[config.mk]
export PLATFORM = sky130hd
export DESIGN_NAME = read_command_issue_queue
export DESIGN_NICKNAME = d
export VERILOG_FILES = /design/src/rtl/read_command_issue_queue.sv
export SDC_FILE = /design/constraint.sdc
export NUM_CORES = 1
export LEC_CHECK = 0
export BUFFER_PORTS_ARGS = -buffer_cell sky130_fd_sc_hd__buf_2
export CAP_MARGIN = 40
export CELL_PAD_IN_SITES_DETAIL_PLACEMENT = 1
export CELL_PAD_IN_SITES_GLOBAL_PLACEMENT = 1
export CORE_ASPECT_RATIO = 0.75
export CORE_UTILIZATION = 45
export DETAILED_ROUTE_END_ITERATION = 8
export HOLD_SLACK_MARGIN = 0.03
export MAX_ROUTING_LAYER = met4
export PLACE_DENSITY = 0.72
export SETUP_SLACK_MARGIN = 0.1
export SLEW_MARGIN = 10
export SYNTH_ARGS = -nofsm -noshare
export SYNTH_HDL_FRONTEND = slang
export SYNTH_SLANG_ARGS = --single-unit
[constraint.sdc]
create_clock -name clock -period 5.95 [get_ports clock]
set_input_delay 0.595 -clock clock [delete_from_list [all_inputs] [get_ports clock]]
set_output_delay 0.595 -clock clock [all_outputs]
set_load 0.01 [all_outputs]
[src/rtl/read_command_issue_queue.sv]
// Read command issue queue: buffers read-engine commands in a FIFO and issues them
// to the PSL command interface while command credits remain.
module read_command_issue_queue #(
  parameter int unsigned CMD_W         = 64,
  parameter int unsigned DEPTH         = 16,
  parameter int unsigned MAX_CREDITS   = 64,
  parameter int unsigned ALFULL_MARGIN = 2
) (
  input  logic                     clock,
  input  logic                     rstn,
  input  logic                     enable_in,
  input  logic                     cmd_in_valid,
  input  logic [CMD_W-1:0]         cmd_in_payload,
  input  logic                     credit_init_valid,
  input  logic [7:0]               credit_init_value,
  input  logic                     rsp_credit_valid,
  output logic                     cmd_out_valid,
  output logic [CMD_W-1:0]         cmd_out_payload,
  output logic                     buf_empty,
  output logic                     buf_full,
  output logic                     buf_alfull,
  output logic [$clog2(DEPTH):0]   buf_count,
  output logic [7:0]               credits_avail,
  output logic [7:0]               outstanding,
  output logic                     err_overflow,
  output logic                     err_credit
);

  localparam int unsigned AW = $clog2(DEPTH);
  localparam int unsigned CW = AW + 1;
  localparam logic [CW-1:0] FullLevel   = CW'(DEPTH);
  localparam logic [CW-1:0] AlfullLevel = CW'(DEPTH - ALFULL_MARGIN);
  localparam logic [7:0]    MaxCred     = 8'(MAX_CREDITS);

  typedef enum logic [1:0] {StInit, StRun, StHalt} state_e;

  state_e              state_q, state_d;
  logic [CMD_W-1:0]    mem_q [DEPTH];
  logic [AW-1:0]       wr_ptr_q, rd_ptr_q;
  logic [CW-1:0]       count_q, count_d;
  logic [7:0]          credits_q, credits_d;
  logic [7:0]          outstanding_q, outstanding_d;
  logic                out_valid_q;
  logic [CMD_W-1:0]    out_payload_q;
  logic                err_overflow_q, err_credit_q;
  logic                full, do_issue, do_push, ret_ok;

  assign full     = (count_q == FullLevel);
  assign do_issue = (state_q == StRun) && enable_in && (count_q != '0) && (credits_q != '0);
  // A pop in the same cycle frees the slot, so a push into a full FIFO is accepted.
  assign do_push  = cmd_in_valid && (!full || do_issue);
  assign ret_ok   = rsp_credit_valid && (outstanding_q != '0);

  always_comb begin
    state_d       = state_q;
    credits_d     = credits_q;
    outstanding_d = outstanding_q;
    count_d       = count_q;

    unique case (state_q)
      StInit: begin
        if (credit_init_valid) begin
          credits_d = (credit_init_value > MaxCred) ? MaxCred : credit_init_value;
          state_d   = enable_in ? StRun : StHalt;
        end
      end
      StRun:   if (!enable_in) state_d = StHalt;
      StHalt:  if (enable_in)  state_d = StRun;
      default: state_d = StInit;
    endcase

    if (do_issue && !ret_ok) begin
      credits_d     = credits_q - 8'd1;
      outstanding_d = outstanding_q + 8'd1;
    end else if (ret_ok && !do_issue) begin
      outstanding_d = outstanding_q - 8'd1;
      credits_d     = (credits_q >= MaxCred) ? MaxCred : credits_q + 8'd1;
    end

    if (do_push && !do_issue)      count_d = count_q + CW'(1);
    else if (do_issue && !do_push) count_d = count_q - CW'(1);
  end

  always_ff @(posedge clock) begin
    if (rstn) begin
      state_q        <= StInit;
      wr_ptr_q       <= '0;
      rd_ptr_q       <= '0;
      count_q        <= '0;
      credits_q      <= '0;
      outstanding_q  <= '0;
      out_valid_q    <= 1'b0;
      err_overflow_q <= 1'b0;
      err_credit_q   <= 1'b0;
    end else begin
      state_q       <= state_d;
      count_q       <= count_d;
      credits_q     <= credits_d;
      outstanding_q <= outstanding_d;
      out_valid_q   <= do_issue;
      if (do_push)  wr_ptr_q <= wr_ptr_q + AW'(1);
      if (do_issue) rd_ptr_q <= rd_ptr_q + AW'(1);
      if (cmd_in_valid && !do_push)             err_overflow_q <= 1'b1;
      if (rsp_credit_valid && !ret_ok)          err_credit_q   <= 1'b1;
    end
  end

  // Storage and issued payload need no reset; payload is qualified by cmd_out_valid.
  always_ff @(posedge clock) begin
    if (!rstn && do_push)  mem_q[wr_ptr_q] <= cmd_in_payload;
    if (!rstn && do_issue) out_payload_q   <= mem_q[rd_ptr_q];
  end

  assign cmd_out_valid   = out_valid_q;
  assign cmd_out_payload = out_payload_q;
  assign buf_empty       = (count_q == '0);
  assign buf_full        = full;
  assign buf_alfull      = (count_q >= AlfullLevel);
  assign buf_count       = count_q;
  assign credits_avail   = credits_q;
  assign outstanding     = outstanding_q;
  assign err_overflow    = err_overflow_q;
  assign err_credit      = err_credit_q;

endmodule

### Word-level counts from Yosys, hierarchy flattened

Memories as Yosys holds them, arrays and structs flattened. A register that Yosys moved wholly into a read port is not among the register bits.
Cells that the tools add are included.

* register bits: 34
* bits in writable memories: 1024
* output and inout bits: 91
* memories kept: 1

Memories
* mem_q: depth 16, bits a word 64, rd ports 1, clocked after Yosys merged registers in 1, write ports 1, RTL line 38 `logic [CMD_W-1:0] mem_q [DEPTH];`

* $add $sub $neg: 8
* order comparisons: 3
* eq/ne operators: 6
* multiplexer cells: 17
* reductions and logical operators: 30

Operators by type and width (number)
* $mux W8: 8
* $add A8 B1 Y8 const B: 2
* $reduce_bool A8 Y1: 2
* $sub A8 B1 Y8 const B: 2
* $logic_and A1 B1 Y1: 13
* $mux W5: 2
* $add A4 B1 Y4 const B: 2
* $ge A8 B7 Y1 const B: 1
* $gt A8 B7 Y1 const B: 1
* $mux W2: 4
* $ne A2 B2 Y1 const B: 3
* $pmux W2 S3: 1
* $reduce_bool A3 Y1: 2
* $add A5 B1 Y5 const B: 1
* $eq A5 B5 Y1 const B: 1
* $ge A5 B4 Y1 const B: 1
* $logic_not A1 Y1: 5
* $logic_not A5 Y1: 1
* $reduce_bool A5 Y1: 1
* $sub A5 B1 Y5 const B: 1
* $reduce_bool A2 Y1: 2
* $reduce_and A3 Y1: 1
* $eq A2 B1 Y1 const B: 1
* $eq A2 B2 Y1 const B: 1
* 4 further kinds: 5

### Depth between registers and ports, before layout

* word-level depth: 10
* gate-level depth with buffers: 15

### Worst setup path before layout

Ideal clock, no wire load.

* path kind: reg2reg
* start point: register credits_q[0] (netlist: credits_avail[0])
* end point: memory mem_q[4][0], enable pin
* arrival time: 4.431 ns
* slack: 1.032 ns
* stages on the path, launching flop included: 9
* clock period less this slack: 4.918 ns
* path through: dfxtp_1 > inv_1 > ha_1 > nor3b_2 > a31oi_1 > o21a_1 > buf_2 > nand2_1 > nor2_1

* longest elaborated chain between the ends: 7

Ends and longest elaborated chain
* from (decl): RTL line 41 `logic [7:0] credits_q, credits_d;`
* from (signal assigned): RTL line 98 `credits_q <= credits_d;`
* $reduce_bool A8 Y1: RTL line 49 `assign do_issue = (state_q == StRun) && enable_in && (count_q != '0) && (credits_q != '0);`
* $logic_and A1 B1 Y1: RTL line 49
* $logic_or A1 B1 Y1: RTL line 51 `assign do_push = cmd_in_valid && (!full || do_issue);`
* $logic_and A1 B1 Y1: RTL line 51
* $logic_and A1 B1 Y1: RTL line 110 `if (!rstn && do_push) mem_q[wr_ptr_q] <= cmd_in_payload;`
* $mux W1: RTL line 110
* $mux W1 (not written as such): RTL line 110
* to (decl): RTL line 38

No other way between the ends.

### Worst setup path after layout

* start point: register credits_q[0] (netlist: credits_avail[0])
* end point: register outstanding_q[7] (netlist: outstanding[7])

* longest elaborated chain between the ends: 5

Ends and longest elaborated chain
* $reduce_bool A8 Y1 (*): RTL line 49
* $logic_and A1 B1 Y1 (*): RTL line 49
* named net do_issue: RTL line 46 `logic full, do_issue, do_push, ret_ok;`
* $logic_not A1 Y1: RTL line 75 `end else if (ret_ok && !do_issue) begin`
* $logic_and A1 B1 Y1: RTL line 75
* $reduce_bool A2 Y1 (no source line)
* to (signal assigned): RTL line 99 `outstanding_q <= outstanding_d;`
* to (decl): RTL line 42 `logic [7:0] outstanding_q, outstanding_d;`

The timed path passes the listed nets; every way through them passes the cells marked *.
A chain may end at the register's enable or synchronous reset.

==> impl_metrics.prom <==
# TYPE chip_impl_metric gauge
chip_impl_metric{name="die-width",unit="um"} 357
chip_impl_metric{name="initial_antenna_violation_count",unit=""} 12
chip_impl_metric{name="static_power_due_to_leakage",unit="nW"} 14.9
chip_impl_info{name="synth_top_cells_by_area",value="sky130_fd_sc_hd__edfxtp_1, sky130_fd_sc_hd__mux4_2, sky130_fd_sc_hd__dfxtp_1"} 1
chip_impl_metric{name="routedWlPerCell",unit="um"} 28.5
chip_impl_metric{name="yosysTopAreaCellShare",unit="%"} 76.8
chip_impl_metric{name="track_usage",unit="%"} 20.7
chip_impl_metric{name="timing_worst_slew_pin_value",unit="ps"} 991
chip_impl_metric{name="skew",unit="ps"} 31.1
chip_impl_metric{name="cts_made_buffers",unit=""} 107
chip_impl_metric{name="chipHeight",unit="um"} 268
chip_impl_metric{name="vias",unit=""} 19200
chip_impl_metric{name="hold_path_depth",unit=""} 2
chip_impl_metric{name="multi_input_gate_area",unit="sq mm"} 0.00877
chip_impl_metric{name="count_of_clock_tree_sinks",unit=""} 1122
chip_impl_metric{name="global_route_wire_length_before_repair",unit="um"} 139000
chip_impl_metric{name="crit_cells",unit=""} 14
chip_impl_metric{name="final_critical_path_setup_slack",unit="ps"} 1080
chip_impl_metric{name="post_layout_instance_count_excluding_filler_cells",unit=""} 3319
chip_impl_metric{name="die_area",unit="sq mm"} 0.0958
chip_impl_metric{name="placement.cell_area",unit="sq mm"} 0.0451
chip_impl_info{name="worst_setup_path_end_kind",value="flop"} 1
chip_impl_info{name="worstSetupStartpointType",value="flop"} 1
chip_impl_metric{name="rr_worst_depth",unit=""} 14
chip_impl_metric{name="ctsHtreeMaxLevel",unit=""} 3
chip_impl_metric{name="crit_buf_inv",unit=""} 3
chip_impl_metric{name="ant_nets",unit=""} 0
chip_impl_metric{name="synthesized_area_per_cell",unit="sq um"} 24.2
chip_impl_metric{name="finalHoldViolations",unit=""} 0
chip_impl_info{name="cpLargestDelayFamily",value="compound AO/OA/AOI/OAI gates"} 1
chip_impl_info{name="run_status",value="completed"} 1
chip_impl_metric{name="internal_power",unit="mW"} 13.1
chip_impl_metric{name="routed_wl",unit="um"} 94700
chip_impl_metric{name="synth.yosys.warnings",unit=""} 0
chip_impl_info{name="cp_slowest_cell",value="sky130_fd_sc_hd__ha_1"} 1
chip_impl_metric{name="dpl.hpwl",unit="um"} 49900
chip_impl_info{name="critical_path.endpoint",value="outstanding[7]$_SDFFE_PP0P_"} 1
chip_impl_metric{name="critical_path_arrival",unit="ps"} 5430
chip_impl_metric{name="number_of_nets_in_the_layout",unit=""} 2090
chip_impl_metric{name="total_i_o_pin_count",unit=""} 169
chip_impl_metric{name="core.rowCount",unit=""} 97
chip_impl_metric{name="post-route-cell-area",unit="sq mm"} 0.0484
chip_impl_metric{name="pwr-share-comb",unit="%"} 8.2
chip_impl_metric{name="grt-ovfl-total",unit=""} 0
chip_impl_info{name="layout_commonest_cell",value="sky130_fd_sc_hd__edfxtp_1"} 1
chip_impl_info{name="ys_dominant_reg_cell",value="sky130_fd_sc_hd__edfxtp_1"} 1
chip_impl_metric{name="gpl.final_weighted_congestion",unit=""} 0.763
chip_impl_metric{name="drt_drc_violations_left",unit=""} 0
chip_impl_metric{name="power_frac_seq",unit="%"} 53.3
chip_impl_metric{name="worstPathRequired",unit="ps"} 6510
chip_impl_metric{name="max-vdd-ir-drop",unit="mV"} 0.245
chip_impl_metric{name="register_area",unit="sq mm"} 0.0334
chip_impl_metric{name="grt_pass1_vias",unit=""} 20600
chip_impl_metric{name="hold_ws",unit="ps"} 104
chip_impl_metric{name="post_cts_resize_count",unit=""} 0
chip_impl_metric{name="maxCapViolCount",unit=""} 0
chip_impl_metric{name="synth_cell_type_count",unit=""} 52
chip_impl_info{name="grt_setup_unrepaired",value="false"} 1
chip_impl_metric{name="hold_buffers",unit=""} 0
chip_impl_info{name="crit_path_category",value="reg2reg"} 1
chip_impl_metric{name="area_inside_the_core_boundary",unit="sq mm"} 0.0936
chip_impl_metric{name="clkTransAtPathRegs",unit="ps"} 70
chip_impl_metric{name="drtPass1Iterations",unit=""} 5
chip_impl_info{name="layout_common_cells",value="sky130_fd_sc_hd__edfxtp_1, sky130_fd_sc_hd__mux4_2, sky130_fd_sc_hd__buf_2"} 1
chip_impl_metric{name="clk_latency",unit="ps"} 690
chip_impl_metric{name="rrSetupSlack",unit="ps"} 1080
chip_impl_info{name="regToRegStartpoint",value="credits_avail[0]$_SDFFE_PP0P_"} 1
chip_impl_metric{name="pwr_cell_area",unit="mW/mm^2"} 349
chip_impl_metric{name="cts_setup_buffers",unit=""} 0
chip_impl_metric{name="final_core_utilization",unit="%"} 51.8
chip_impl_metric{name="worstPathMaxFanout",unit=""} 19
chip_impl_metric{name="maxClockFrequency",unit="MHz"} 205
chip_impl_metric{name="vias_per_cell",unit=""} 5.78
chip_impl_metric{name="synthesized_cell_area",unit="sq mm"} 0.0426
chip_impl_metric{name="setup_violations",unit=""} 0
chip_impl_metric{name="post-route-period-util",unit="%"} 81.9
chip_impl_info{name="clock_tree_from_tritoncts",value="yes"} 1
chip_impl_info{name="cell_type_with_the_highest_aggregate_area_in_the_netlist",value="sky130_fd_sc_hd__edfxtp_1"} 1
chip_impl_metric{name="io_buffers",unit=""} 168
chip_impl_metric{name="syn2layout_area_growth",unit="%"} 13.8
chip_impl_info{name="cts-root-buf",value="sky130_fd_sc_hd__clkbuf_16"} 1
chip_impl_metric{name="clk_path_buf_depth",unit=""} 3
chip_impl_metric{name="initialDrtViolationCount",unit=""} 1967
chip_impl_metric{name="report.power.total",unit="mW"} 16.9
chip_impl_metric{name="timing.final.crit_period",unit="ps"} 4870
chip_impl_metric{name="p_clk_share",unit="%"} 38.5
chip_impl_metric{name="fill_cells",unit=""} 8062
chip_impl_metric{name="postSynthCellCount",unit=""} 1757
chip_impl_metric{name="synth.yosys.seq_area_share",unit="%"} 78.4
chip_impl_metric{name="p_sw_share",unit="%"} 22.5
chip_impl_info{name="crit_path_cell_trace",value="inv_1, ha_1, nor3b_2, a31oi_1, nand2_1, inv_1, ha_1, inv_1, ha_1, a21o_1, a31o_2, o21a_1, o21bai_1, mux2_2"} 1
chip_impl_metric{name="fin_tns_setup",unit="ps"} 0
chip_impl_info{name="worstReg2RegEnd",value="outstanding[7]$_SDFFE_PP0P_"} 1
chip_impl_metric{name="dpl_worst_slack",unit="ps"} 1110
chip_impl_metric{name="syn-num-nets",unit=""} 1856
chip_impl_metric{name="max_stage_delay",unit="ps"} 600
chip_impl_metric{name="seq_cells_post_synth",unit=""} 1122
chip_impl_info{name="critPathLaunch",value="credits_avail[0]$_SDFFE_PP0P_"} 1
chip_impl_metric{name="maximum_number_of_pins_on_one_net_before_global_route_repair",unit=""} 146
chip_impl_metric{name="start_util",unit="%"} 45.5
chip_impl_metric{name="synth_enable_flop_cells",unit=""} 1088
chip_impl_metric{name="power.net_switching",unit="mW"} 3.80
chip_impl_metric{name="async_flop_share",unit="%"} 0
chip_impl_metric{name="placedCellCount",unit=""} 3119
chip_impl_metric{name="maxSlewViolCount",unit=""} 0
chip_impl_info{name="worst_hold_path_type",value="in2reg"} 1
chip_impl_metric{name="layout-drive-gt1-share",unit="%"} 34.2
chip_impl_metric{name="max-slew-margin-rel",unit="%"} 33.9
==> worst min-delay path by stage <==
stage / slack (ps) / from / end
detailed placement: 470 / err_credit$_SDFFE_PP0P_ / err_credit$_SDFFE_PP0P_
finish: 100 / enable_in / state_q[1]$_SDFFE_PP0P_
CTS: 60 / enable_in / state_q[1]$_SDFFE_PP0P_
global placement: 450 / err_credit$_SDFFE_PP0P_ / err_credit$_SDFFE_PP0P_
global route: 90 / enable_in / state_q[1]$_SDFFE_PP0P_
floorplan: 490 / state_q[1]$_SDFFE_PP0P_ / state_q[1]$_SDFFE_PP0P_
==> area by class of cell <==
type,instances,share of cell area (%)
flip-flops and latches,1122,68.9
clock inverters,75,1.19
clock buffers,116,5.64
diodes,9,0.0465
repair buffers,209,2.86
well taps,1237,3.19
multi-input cells,539,18.1
inverters,12,0.0930
==> per-layer routing <==
metal	part of all wire [%]	up-vias	GRT usage, %
li1	-	8023	-
met1	41	10400	28.0
met2	51	631	33.7
met3	5.9	136	3.14
met4	1.8	0	4.52
met5	0	-	-
==> cell usage after synthesis, types with 3 or more instances <==
cell and number:
sky130_fd_sc_hd__edfxtp_1 1088, sky130_fd_sc_hd__mux4_2 320, sky130_fd_sc_hd__nor2_1 48, sky130_fd_sc_hd__dfxtp_1 34, sky130_fd_sc_hd__clkbuf_1 29, sky130_fd_sc_hd__buf_6 25, sky130_fd_sc_hd__nand2_1 21, sky130_fd_sc_hd__buf_1 20
sky130_fd_sc_hd__a21oi_1 19, sky130_fd_sc_hd__ha_1 19, sky130_fd_sc_hd__inv_1 12, sky130_fd_sc_hd__xor2_1 11, sky130_fd_sc_hd__buf_2 10, sky130_fd_sc_hd__nor3_1 10, sky130_fd_sc_hd__o21ai_0 10, sky130_fd_sc_hd__nand3_1 9
sky130_fd_sc_hd__xnor2_1 8, sky130_fd_sc_hd__mux2i_1 6, sky130_fd_sc_hd__a21o_1 5, sky130_fd_sc_hd__a31oi_1 5, sky130_fd_sc_hd__nor4_1 4, sky130_fd_sc_hd__a221oi_1 3, sky130_fd_sc_hd__a31o_2 3, sky130_fd_sc_hd__o21a_1 3
==> logic make-up (layout without fill, tap and decap cells) <==
family	count (synthesis)	after routing	synth area share (%)
xor+xnor	19	19	0.391
flops	1122	1122	78.4
mux	327	327	17.1
simple gates	110	110	1.21
fa+ha+maj	21	21	0.653
other cells	0	9	0
compound gates	62	62	0.950
buf+inv	96	412	1.32
==> power by group through the flow <==
stage | clock, mW | combinational, mW | sequential [mW]
after CTS | 6.64 | 1.41 | 9.00
final | 6.50 | 1.39 | 9.00
after global routing | 6.86 | 1.51 | 9.02
after detailed placement | 0 | 1.40 | 9.17
after global placement | 0 | 1.33 | 9.14
after floorplan | 0 | 0.932 | 9.16
==> registers in the layout, indices dropped and copies added, names as in the netlist <==
signal,cells
state_q,2
err_credit,1
credits_avail,8
outstanding,8
mem_q,1024
cmd_out_valid,1
rd_ptr_q,4
buf_count,5
wr_ptr_q,4
cmd_out_payload,64
err_overflow,1
Note: power is estimated with default switching activity, not from simulation.
